$ cat src/rtl/pwm_meter.sv
// Measures an asynchronous PWM input in clk cycles: period, high time and floor duty cycle.
// Results land CNT_W+7 cycles after the closing rise; a static input is reported via no_signal.
module pwm_meter #(
  parameter int CLK_HZ      = 50_000_000,
  parameter int CNT_W       = 32,
  parameter int TIMEOUT_CYC = CLK_HZ / 10
) (
  input  logic             clk,
  input  logic             rst,
  input  logic             pwm_in,
  output logic [CNT_W-1:0] period,
  output logic [CNT_W-1:0] high_time,
  output logic [6:0]       duty_pct,
  output logic             valid,
  output logic             no_signal,
  output logic             overrun
);
  localparam int QW = CNT_W + 7;
  localparam int BW = $clog2(QW);
  localparam logic [CNT_W-1:0] CNT_MAX = '1;
  localparam logic [CNT_W-1:0] TMO     = CNT_W'(TIMEOUT_CYC);

  typedef enum logic [1:0] {IDLE, MEAS, DIV} state_t;

  state_t           state_q, state_d;
  logic             sync_q, sync_d, pwm_s_q, pwm_s_d, pwm_d_q, pwm_d_d;
  logic [CNT_W-1:0] cnt_per_q, cnt_per_d, cnt_hi_q, cnt_hi_d, hi_lat_q, hi_lat_d;
  logic [CNT_W-1:0] cap_per_q, cap_per_d, cap_hi_q, cap_hi_d;
  logic [QW-1:0]    dvd_q, dvd_d;
  logic [CNT_W-1:0] rem_q, rem_d;
  logic [5:0]       quo_q, quo_d;
  logic [BW-1:0]    bit_cnt_q, bit_cnt_d;
  logic [CNT_W-1:0] period_q, period_d, high_q, high_d;
  logic [6:0]       duty_q, duty_d;
  logic             valid_q, valid_d, nosig_q, nosig_d, ovr_q, ovr_d;

  logic             rise, fall, tmo, ge;
  logic [CNT_W:0]   rem_sh, diff;
  logic [6:0]       quo_nx;

  always_comb begin
    rise   = pwm_s_q & ~pwm_d_q;
    fall   = ~pwm_s_q & pwm_d_q;
    // a rise in the same cycle as the timeout count restarts the counter instead
    tmo    = (cnt_per_q == TMO) && !rise && !nosig_q;
    rem_sh = {rem_q, dvd_q[QW-1]};
    diff   = rem_sh - {1'b0, cap_per_q};
    ge     = ~diff[CNT_W];
    quo_nx = {quo_q, ge};
  end

  always_comb begin
    sync_d    = pwm_in;
    pwm_s_d   = sync_q;
    pwm_d_d   = pwm_s_q;
    state_d   = state_q;
    cap_per_d = cap_per_q;
    cap_hi_d  = cap_hi_q;
    dvd_d     = dvd_q;
    rem_d     = rem_q;
    quo_d     = quo_q;
    bit_cnt_d = bit_cnt_q;
    period_d  = period_q;
    high_d    = high_q;
    duty_d    = duty_q;
    nosig_d   = nosig_q;
    valid_d   = 1'b0;
    ovr_d     = 1'b0;
    hi_lat_d  = fall ? cnt_hi_q : hi_lat_q;

    if (rise)                      cnt_per_d = CNT_W'(1);
    else if (cnt_per_q != CNT_MAX) cnt_per_d = cnt_per_q + CNT_W'(1);
    else                           cnt_per_d = cnt_per_q;

    if (rise)                                 cnt_hi_d = CNT_W'(1);
    else if (pwm_s_q && cnt_hi_q != CNT_MAX)  cnt_hi_d = cnt_hi_q + CNT_W'(1);
    else                                      cnt_hi_d = cnt_hi_q;

    if (tmo) begin
      state_d  = IDLE;
      period_d = '0;
      high_d   = '0;
      duty_d   = pwm_s_q ? 7'd100 : 7'd0;
      nosig_d  = 1'b1;
      valid_d  = 1'b1;
    end else begin
      case (state_q)
        IDLE: if (rise) state_d = MEAS;
        MEAS: begin
          if (rise) begin
            cap_per_d = cnt_per_q;
            cap_hi_d  = hi_lat_q;
            dvd_d     = QW'(hi_lat_q) * QW'(100);
            rem_d     = '0;
            quo_d     = '0;
            bit_cnt_d = BW'(QW - 1);
            state_d   = DIV;
          end
        end
        DIV: begin
          rem_d     = ge ? diff[CNT_W-1:0] : rem_sh[CNT_W-1:0];
          quo_d     = quo_nx[5:0];
          dvd_d     = {dvd_q[QW-2:0], 1'b0};
          bit_cnt_d = bit_cnt_q - BW'(1);
          ovr_d     = rise;
          if (bit_cnt_q == '0) begin
            period_d = cap_per_q;
            high_d   = cap_hi_q;
            duty_d   = (cap_hi_q > cap_per_q) ? 7'd100 : quo_nx;
            nosig_d  = 1'b0;
            valid_d  = 1'b1;
            state_d  = MEAS;
          end
        end
        default: state_d = IDLE;
      endcase
    end
  end

  always_ff @(posedge clk or negedge rst) begin
    if (!rst) begin
      state_q   <= IDLE;
      sync_q    <= 1'b0;
      pwm_s_q   <= 1'b0;
      pwm_d_q   <= 1'b0;
      cnt_per_q <= '0;
      cnt_hi_q  <= '0;
      hi_lat_q  <= '0;
      cap_per_q <= '0;
      cap_hi_q  <= '0;
      dvd_q     <= '0;
      rem_q     <= '0;
      quo_q     <= '0;
      bit_cnt_q <= '0;
      period_q  <= '0;
      high_q    <= '0;
      duty_q    <= '0;
      valid_q   <= 1'b0;
      nosig_q   <= 1'b0;
      ovr_q     <= 1'b0;
    end else begin
      state_q   <= state_d;
      sync_q    <= sync_d;
      pwm_s_q   <= pwm_s_d;
      pwm_d_q   <= pwm_d_d;
      cnt_per_q <= cnt_per_d;
      cnt_hi_q  <= cnt_hi_d;
      hi_lat_q  <= hi_lat_d;
      cap_per_q <= cap_per_d;
      cap_hi_q  <= cap_hi_d;
      dvd_q     <= dvd_d;
      rem_q     <= rem_d;
      quo_q     <= quo_d;
      bit_cnt_q <= bit_cnt_d;
      period_q  <= period_d;
      high_q    <= high_d;
      duty_q    <= duty_d;
      valid_q   <= valid_d;
      nosig_q   <= nosig_d;
      ovr_q     <= ovr_d;
    end
  end

  assign period    = period_q;
  assign high_time = high_q;
  assign duty_pct  = duty_q;
  assign valid     = valid_q;
  assign no_signal = nosig_q;
  assign overrun   = ovr_q;
endmodule
$ cat config.mk
export PLATFORM = sky130hd
export DESIGN_NAME = pwm_meter
export DESIGN_NICKNAME = d
export VERILOG_FILES = /design/src/rtl/pwm_meter.sv
export SDC_FILE = /design/constraint.sdc
export NUM_CORES = 1
export LEC_CHECK = 0
export CAP_MARGIN = 30
export CELL_PAD_IN_SITES_DETAIL_PLACEMENT = 0
export CELL_PAD_IN_SITES_GLOBAL_PLACEMENT = 1
export CORE_ASPECT_RATIO = 1.1
export CORE_MARGIN = 4
export CORE_UTILIZATION = 30
export DETAILED_ROUTE_END_ITERATION = 8
export PLACE_DENSITY_LB_ADDON = 0.1
export SLEW_MARGIN = 20
export SYNTH_ARGS = -nofsm -noshare
export SYNTH_HDL_FRONTEND = slang
export SYNTH_SLANG_ARGS = --single-unit
export TNS_END_PERCENT = 30
$ cat constraint.sdc
create_clock -name clk -period 8.67 [get_ports clk]
set_input_delay 2.1675 -clock clk [delete_from_list [all_inputs] [get_ports clk]]
set_output_delay 2.1675 -clock clk [all_outputs]
set_load 0.005 [all_outputs]
-- Word level (Yosys, flattened, before mapping)
Index checks and enable logic that the tools add are counted.
- bits in latches: 0
- input port bits: 3
- memories kept: 0
- memory bits (read-only): 0
- bits in writable memories: 0
- output and inout port bits: 74
- register bits: 322
- add/sub/neg operators: 4
- divide/modulo/power cells: 0
- magnitude comparators: 1
- muxes and demuxes: 37
- multiply operators: 1
- eq/ne operators: 9
- bitwise gates (word level): 6
- reduce and logical (&&, ||, !) cells: 16
- shift operators: 0
- operators by type and width (cell ; number):
    $mux W32 ; 12
    $pmux W39 S2 ; 1
    $add A32 B1 Y32 const B ; 2
    $ne A32 B32 Y1 const B ; 2
    $pmux W32 S2 ; 1
    $mux W39 ; 1
    $mul A32 B5 Y37 const B ; 1
    $mux W7 ; 5
    $sub A33 B32 Y33 ; 1
    $eq A32 B23 Y1 const B ; 1
    $gt A32 B32 Y1 ; 1
    $pmux W6 S2 ; 2
    $mux W6 ; 2
    $reduce_bool A2 Y1 ; 5
    $ne A3 B3 Y1 const B ; 3
    $reduce_and A3 Y1 ; 3
    $mux W1 ; 8
    $mux W2 ; 4
    $logic_not A6 Y1 ; 1
    $pmux W2 S3 ; 1
    $sub A6 B1 Y6 const B ; 1
    $not A1 Y1 ; 4
    $logic_and A1 B1 Y1 ; 3
    $and A1 B1 Y1 ; 2
    other kinds (6) ; 7

-- Depth between registers and ports, before layout
Gate-level depths: netlist of the first run.
- depth in word-level cells: 7
- mapped depth: 17
- mapped depth without buffers: 16

-- Least setup slack after synthesis of the first run
Ideal clock, no wire load.
- path type: flip-flop to flip-flop
- from: register hi_lat_q[8]
- to: register dvd_q[38]
- clock period less this slack: 3939 ps
- cell stages (with the launch flop): 16
- library setup time: 131 ps
- arrival: 3807 ps
- buffers on the path: 0
- path slack: 4731 ps
- path through: dfrtp_1 -> ha_1 -> ha_1 -> inv_1 -> fa_1 -> inv_1 -> ha_1 -> nand4_1 -> or2_4 -> nor3_4 -> o2111ai_2 -> nand3_2 -> or3b_1 -> a211o_1 -> and4_4 -> or3_1
- longest elaborated chain between the ends: 3
- ends and longest elaborated chain (what ; line ; text):
    start, declared ; 27 ; logic [CNT_W-1:0] cnt_per_q, cnt_per_d, cnt_hi_q, cnt_hi_d, hi_lat_q, hi_lat_d;
    start signal, assigned ; 148 ; hi_lat_q <= hi_lat_d;
    $mul A32 B5 Y37 ; 93 ; dvd_d = QW'(hi_lat_q) * QW'(100);
    $mux W39 ; 90 ; if (rise) begin
    $pmux W39 S2 ; 87 ; case (state_q)
    end signal, assigned ; 151 ; dvd_q <= dvd_d;
    end, declared ; 29 ; logic [QW-1:0] dvd_q, dvd_d;
No other way between the ends. The select of a mux whose other input is x is not followed.
A chain may end at the register's enable or synchronous reset.

-- Worst setup path in the final report of the first run
Same ends and word-level chain as after synthesis.

==> results.py, run 1 <==
metrics = {
    "status": {
        "status": "completed",
    },
    "sta": {
        "relSlewSlack": 0.374,
        "final_max_slew_viol_count": 0,
        "rsz0062_at_grt": "false",
        "hold_slack_ns": 0.349,
        "clock.fmax_mhz": 235,
        "setup_viol": 0,
        "hold_viol": 0,
        "min_period_ns": 4.26,
        "tightest_slew_ns": 0.939,
        "final.period_utilization": 0.491,
        "final.setup.tns_ns": 0,
        "clock_skew_ns": 0.0116,
    },
    "clock_tree": {
        "clk_latency_ns": 0.55,
        "cts_setup_buffers": 0,
        "cts_root_buf": "clkbuf_16",
        "postCtsResizedCells": 0,
        "h-tree-depth": 2,
        "cts_tree": "built",
        "cts_made_buffers": 41,
        "cts.path.max_buffers": 3,
        "path_clk_slew_ns": 0.06,
        "clock-sinks": 320,
        "hold_buffers": 0,
    },
    "placement": {
        "dp_hpwl_microns": 39900,
        "postPlaceCellArea_sq_mm": 0.0210,
        "gp_congestion": 0.793,
        "io_buffer_count": 76,
    },
    "global_route": {
        "grt_pass1_vias": 15200,
        "grt_use_total": 0.161,
        "gr-usage-met3": 0.0218,
        "grt_util_met1": 0.210,
        "grt_start_max_net_pins": 149,
        "antenna_found_initial": 0,
        "use_met2": 0.281,
        "gr-total-overflow": 0,
        "grt.busiest_layer": "met2",
        "grt_pass1_wl_microns": 87700,
    },
    "yosys": {
        "synth_ff_type": "dfrtp_1",
        "yosysWarnings": 0,
        "ys_ff_latch": 320,
        "syn-num-nets": 2300,
        "synth-seq-area-share": 0.415,
        "syn_inst": 2099,
        "async_flop_share": 1.00,
        "avgSynthCellArea_sq_um": 9.18,
        "synth_edf_count": 0,
        "synth_area_sq_mm": 0.0193,
        "ys_types": 76,
    },
    "routing": {
        "drc": 0,
        "finalWirelength_microns": 54800,
        "firstDrtPassIters": 5,
        "drt_iter0_drc": 697,
        "via_per_inst": 4.84,
        "via_count": 14600,
        "routedWlPerCell_microns": 18.1,
        "ant_nets": 0,
    },
    "setup_path": {
        "worstRegToRegCells": 16,
        "endpoint_kind": "register",
        "critPathMaxFanout": 5,
        "r2r_start": "hi_lat_q[8]",
        "critPathLaunchType": "register",
        "worstSetupPathType": "reg -> reg",
        "r2r_end": "dvd_q[38]",
        "required_ns": 9.10,
        "cp-endpoint": "dvd_q[38]",
        "worstPathArrival_ns": 4.69,
        "critPathLaunch": "hi_lat_q[8]",
        "r2r_slack_ns": 4.41,
    },
    "power_and_ir_drop": {
        "leakage_nw": 11.1,
        "peakVddDrop_uv": 229,
        "total_power_mw": 5.60,
        "p_per_area_mw_per_mm2": 251,
    },
    "flow_run": {
        "max-cap-violations": 0,
    },
    "die": {
        "die-area_sq_mm": 0.0684,
        "coreArea_sq_mm": 0.0637,
        "die_w_microns": 250,
        "start_util": 0.303,
        "die_y_microns": 274,
        "io-pin-count": 77,
        "num_rows": 97,
    },
    "final_layout": {
        "drive_gt1_frac": 0.0641,
        "nets": 2354,
        "filler_cell_count": 6622,
        "diodes": 0,
        "final_area_sq_mm": 0.0223,
        "utilization": 0.350,
        "syn2layout_area_growth_pct": 15.7,
    },
    "min_path": {
        "holdPathStages": 0,
        "min_path_type": "reg -> reg",
    },
}
cell type report:
cell class	instances	area [sq um]	area share
multi-input combinational	1511	10300	0.461
timing repair buffer	94	946	0.0424
sequential	320	8010	0.359
tap	841	1050	0.0472
clock buffer	56	1150	0.0517
clock inverter	17	170	0.00763
inverter	185	694	0.0311
state kept, by name, indices dropped and copies added (netlist names), 2 cells and up:
register and count:
rem_q 32, state_q 2, bit_cnt_q 6, high_time 32
cnt_hi_q 32, cap_hi_q 32, quo_q 6, dvd_q 37
cnt_per_q 32, cap_per_q 32, hi_lat_q 32, period 32
duty_pct 7
power breakdown:
| group | internal, mW | total, mW | switching, mW |
|---|---|---|---|
| logic | 0.815 | 2.01 | 1.19 |
| clock network | 1.02 | 1.70 | 0.686 |
| registers | 1.71 | 1.89 | 0.174 |
| total | 3.54 | 5.60 | 2.05 |
critical path, stage by stage (launching register included):
cell and delay (ns):
dfrtp_1 0.44, ha_1 0.32, ha_1 0.28, inv_1 0.05, fa_1 0.50, inv_1 0.04
ha_1 0.32, inv_1 0.09, o21bai_1 0.15, a21oi_1 0.08, o21ai_0 0.33, o2111ai_2 0.18
nand3_2 0.14, or3b_1 0.38, a211o_1 0.29, and4_4 0.18, or3_1 0.35
cells in the mapped netlist, drive strengths merged (9+ instances only):
cell type / instances / area (sq um)
xnor2: 56 / 490
mux2i: 64 / 641
a21o: 44 / 330
xor2: 53 / 464
o21bai: 13 / 97.6
o21a: 9 / 67.6
fa: 28 / 561
inv: 185 / 694
a31oi: 13 / 81.3
nand2: 231 / 867
nor3: 23 / 131
mux2: 30 / 338
nor4: 12 / 81.3
and3: 18 / 113
o21ai: 177 / 886
nand4: 32 / 200
or3: 19 / 119
nor2b: 16 / 100
a21oi: 139 / 699
dfrtp: 320 / 8010
ha: 170 / 2130
clkbuf: 64 / 240
nand2b: 13 / 81.3
nand3: 33 / 170
nor2: 236 / 888
buf: 19 / 105
layout by cell type, fill, tap and decap left out, types with 18 or more instances in the layout:
cell type	instances
a21o_1	44
clkdlybuf4s50_1	75
xor2_1	53
and3_1	18
nand3_1	32
inv_1	185
o21ai_0	133
dfrtp_1	320
nor2_1	233
mux2i_1	64
clkbuf_16	41
fa_1	28
a21oi_1	138
xnor2_1	56
nor3_1	21
o21ai_1	44
ha_1	170
or3_1	19
mux2_2	29
nand4_1	32
nand2_1	228
how the worst min path moves through the flow:
stage | end | slack [ns] | startpoint
floorplan | pwm_d_d | 0.33 | pwm_s_d
global placement | pwm_d_d | 0.34 | pwm_s_d
detailed placement | pwm_d_d | 0.34 | pwm_s_d
CTS | pwm_d_d | 0.35 | pwm_s_d
global route | pwm_d_d | 0.35 | pwm_s_d
finish | pwm_d_d | 0.35 | pwm_s_d
metal layers:
layer,wire (microns),vias to the layer above
met5,0,-
met4,1300,0
met3,1360,67
met2,26600,179
met1,25500,7151
li1,-,7245
per-stage QoR:
step / setup WS [ns] / cells
final: 4.41 / 3024
after detailed placement: 4.40 / 2950
after floorplan: 4.73 / 2099
after global routing: 4.16 / 3024
after global placement: 4.40 / 2949
after CTS: 4.37 / 3023
cells by family (layout without fill, tap and decap cells):
kind of cell / Yosys count / in the layout / synth area share
simple gates: 665 / 665 / 0.156
compound gates: 445 / 445 / 0.135
flops: 320 / 320 / 0.415
buf+inv: 268 / 352 / 0.0539
fa+ha+maj: 198 / 198 / 0.139
xor+xnor: 109 / 109 / 0.0495
mux: 94 / 94 / 0.0508
(Power assumes the default switching activity.)
==> run 2, diff against run 1 <==
==> constraint.sdc (replaced) <==
create_clock -name clk -period 4.3 [get_ports clk]
set_input_delay 1.075 -clock clk [delete_from_list [all_inputs] [get_ports clk]]
set_output_delay 1.075 -clock clk [all_outputs]
set_load 0.005 [all_outputs]
==> results.py, run 2 (synthesis gave the netlist of run 1 again) <==
metrics = {
    "sta": {
        "worst_slack_ns": 0.163,
        "clock_skew_ns": 0.0192,
        "hold_slack_ns": 0.348,
        "final.period_utilization": 0.962,
        "hold_viol": 0,
        "clock.fmax_mhz": 242,
        "setup_viol": 0,
        "final_max_slew_viol_count": 0,
        "min_period_ns": 4.14,
        "relSlewSlack": 0.439,
        "tightest_slew_ns": 0.835,
    },
    "die": {
        "die_w_microns": 250,
        "die_y_microns": 274,
        "start_util": 0.303,
        "num_rows": 97,
        "io-pin-count": 77,
        "die-area_sq_mm": 0.0684,
        "coreArea_sq_mm": 0.0637,
    },
    "clock_tree": {
        "h-tree-depth": 2,
        "path_clk_slew_ns": 0.06,
        "cts_made_buffers": 41,
        "clock-sinks": 320,
        "cts_tree": "built",
        "clk_latency_ns": 0.56,
        "cts.path.max_buffers": 3,
        "cts_root_buf": "clkbuf_16",
    },
    "global_route": {
        "grt_start_max_net_pins": 97,
        "grt_util_met1": 0.215,
        "grt_use_total": 0.161,
        "use_met2": 0.277,
        "antenna_found_initial": 1,
        "grt_pass1_vias": 15100,
        "grt.busiest_layer": "met2",
        "gr-usage-met3": 0.0232,
        "gr-total-overflow": 0,
        "grt_pass1_wl_microns": 87900,
    },
    "final_layout": {
        "layout_common_cells": "dfrtp_1, nor2_1, nand2_1, inv_1, ha_1",
        "syn2layout_area_growth_pct": 17.1,
        "diodes": 0,
        "largest_register_ffs": 37,
        "filler_cell_count": 6581,
        "regMostFlops": "dvd_q",
        "nets": 2377,
        "drive_gt1_frac": 0.0786,
        "layout.cells.most_common": "dfrtp_1",
    },
    "routing": {
        "routedWlPerCell_microns": 18.0,
        "firstDrtPassIters": 5,
        "drc": 0,
        "ant_nets": 0,
        "finalWirelength_microns": 54900,
        "via_per_inst": 4.81,
        "drt_iter0_drc": 637,
        "via_count": 14600,
    },
    "power_and_ir_drop": {
        "leakage_nw": 11.2,
        "total_power_mw": 11.4,
        "peakVddDrop_uv": 356,
        "p_per_area_mw_per_mm2": 503,
    },
    "setup_path": {
        "r2r_slack_ns": 0.16,
        "required_ns": 4.73,
        "cpPeakStageDelay_ns": 0.51,
        "r2r_start": "hi_lat_q[2]",
        "worstSetupPathType": "reg -> reg",
        "endpoint_kind": "register",
        "cp_slowest_cell": "fa_1",
        "path_cells": "ha_1 -> ha_1 -> fa_1 -> ha_4 -> a21o_1 -> a21oi_2 -> o21a_2 -> nor3_4 -> o2111ai_2 -> nand3_2 -> or3b_1 -> a211o_1 -> and4_4 -> or3_1",
        "worstRegToRegCells": 14,
        "critPathLaunchType": "register",
        "critPathBufInv": 0,
        "cpMostUsedCell": "ha_1",
        "cp_top_family": "adder cells",
        "worstPathArrival_ns": 4.57,
        "r2r_end": "dvd_q[38]",
        "critPathMaxFanout": 5,
    },
    "placement": {
        "dp_slack_ns": 0.111,
        "dp_hpwl_microns": 40600,
        "io_buffer_count": 76,
        "gp_congestion": 0.767,
    },
    "min_path": {
        "min_path_type": "reg -> reg",
        "hp-start": "pwm_s_d",
        "whs_endpoint": "pwm_d_d",
        "holdPathStages": 0,
    },
    "status": {
        "status": "completed",
    },
    "flow_run": {
        "max-cap-violations": 0,
    },
}
==> run 2: metrics by stage <==
step | util | instance area (sq um) | setup TNS (ns) | instances
finish | 0.354 | 22600 | 0 | 3042
CTS | 0.353 | 22500 | 0 | 3040
global route | 0.354 | 22600 | -0.00764 | 3042
global placement | 0.332 | 21200 | 0 | 2972
floorplan | - | 19300 | 0 | 2099
detailed placement | 0.332 | 21200 | 0 | 2972
==> run 2: area by class of cell <==
cell class,instances,area [sq um],share of cell area
Inverter,185,694,0.0308
Clock inverter,9,88.8,0.00393
Sequential cell,320,8010,0.355
Timing Repair Buffer,117,1140,0.0503
Tap cell,841,1050,0.0466
Multi-Input combinational cell,1511,10400,0.459
Clock buffer,59,1220,0.0543
==> run 2: how the worst max path moves through the flow <==
stage | startpoint | end | slack [ns] | cells after the start
global placement | hi_lat_q[10] | dvd_q[38] | 0.14 | 15
CTS | hi_lat_q[7] | dvd_q[38] | 0.06 | 15
detailed placement | hi_lat_q[10] | dvd_q[38] | 0.11 | 15
global route | hi_lat_q[2] | dvd_q[38] | -0.008 | 14
finish | hi_lat_q[2] | dvd_q[38] | 0.16 | 14
floorplan | hi_lat_q[8] | dvd_q[38] | 0.36 | 15
==> run 2: power by group <==
group,total (mW),leakage [nW],switching [mW],internal (mW)
sequential,3.78,4.32,0.333,3.45
clock,3.36,0.641,1.33,2.02
combinational,4.21,6.19,2.46,1.75
==> run 2: routing by layer <==
metal | vias to the layer above | routed length, microns
met4 | 0 | 1300
met5 | - | 0
met2 | 159 | 26500
met3 | 67 | 1570
met1 | 7127 | 25500
li1 | 7286 | -
==> run 2: repair_timing <==
item                                    in CTS  in global routing
endpoints found under the setup margin       0                  2
hold buffers                                 0                  0
setup buffers                                0                  2
gates resized for setup                      0                 15
==> run 2: worst register-to-register path: stages, from the launching register on <==
cell and delay (ns):
dfrtp_2 0.44, ha_1 0.31, ha_1 0.31, fa_1 0.51, ha_4 0.30, a21o_1 0.12
a21oi_2 0.08, o21a_2 0.24, nor3_4 0.20, o2111ai_2 0.17, nand3_2 0.15, or3b_1 0.37
a211o_1 0.28, and4_4 0.18, or3_1 0.35
==> run 3, diff against run 2 <==
--- a/config.mk
+++ b/config.mk
@@ -13,7 +13,7 @@
 export CORE_UTILIZATION = 30
 export DETAILED_ROUTE_END_ITERATION = 8
 export PLACE_DENSITY_LB_ADDON = 0.1
-export SLEW_MARGIN = 20
+export SLEW_MARGIN = 25
 export SYNTH_ARGS = -nofsm -noshare
 export SYNTH_HDL_FRONTEND = slang
 export SYNTH_SLANG_ARGS = --single-unit
==> results of run 3 <==
Final layout, timing and power as in run 2 (identical DEF).
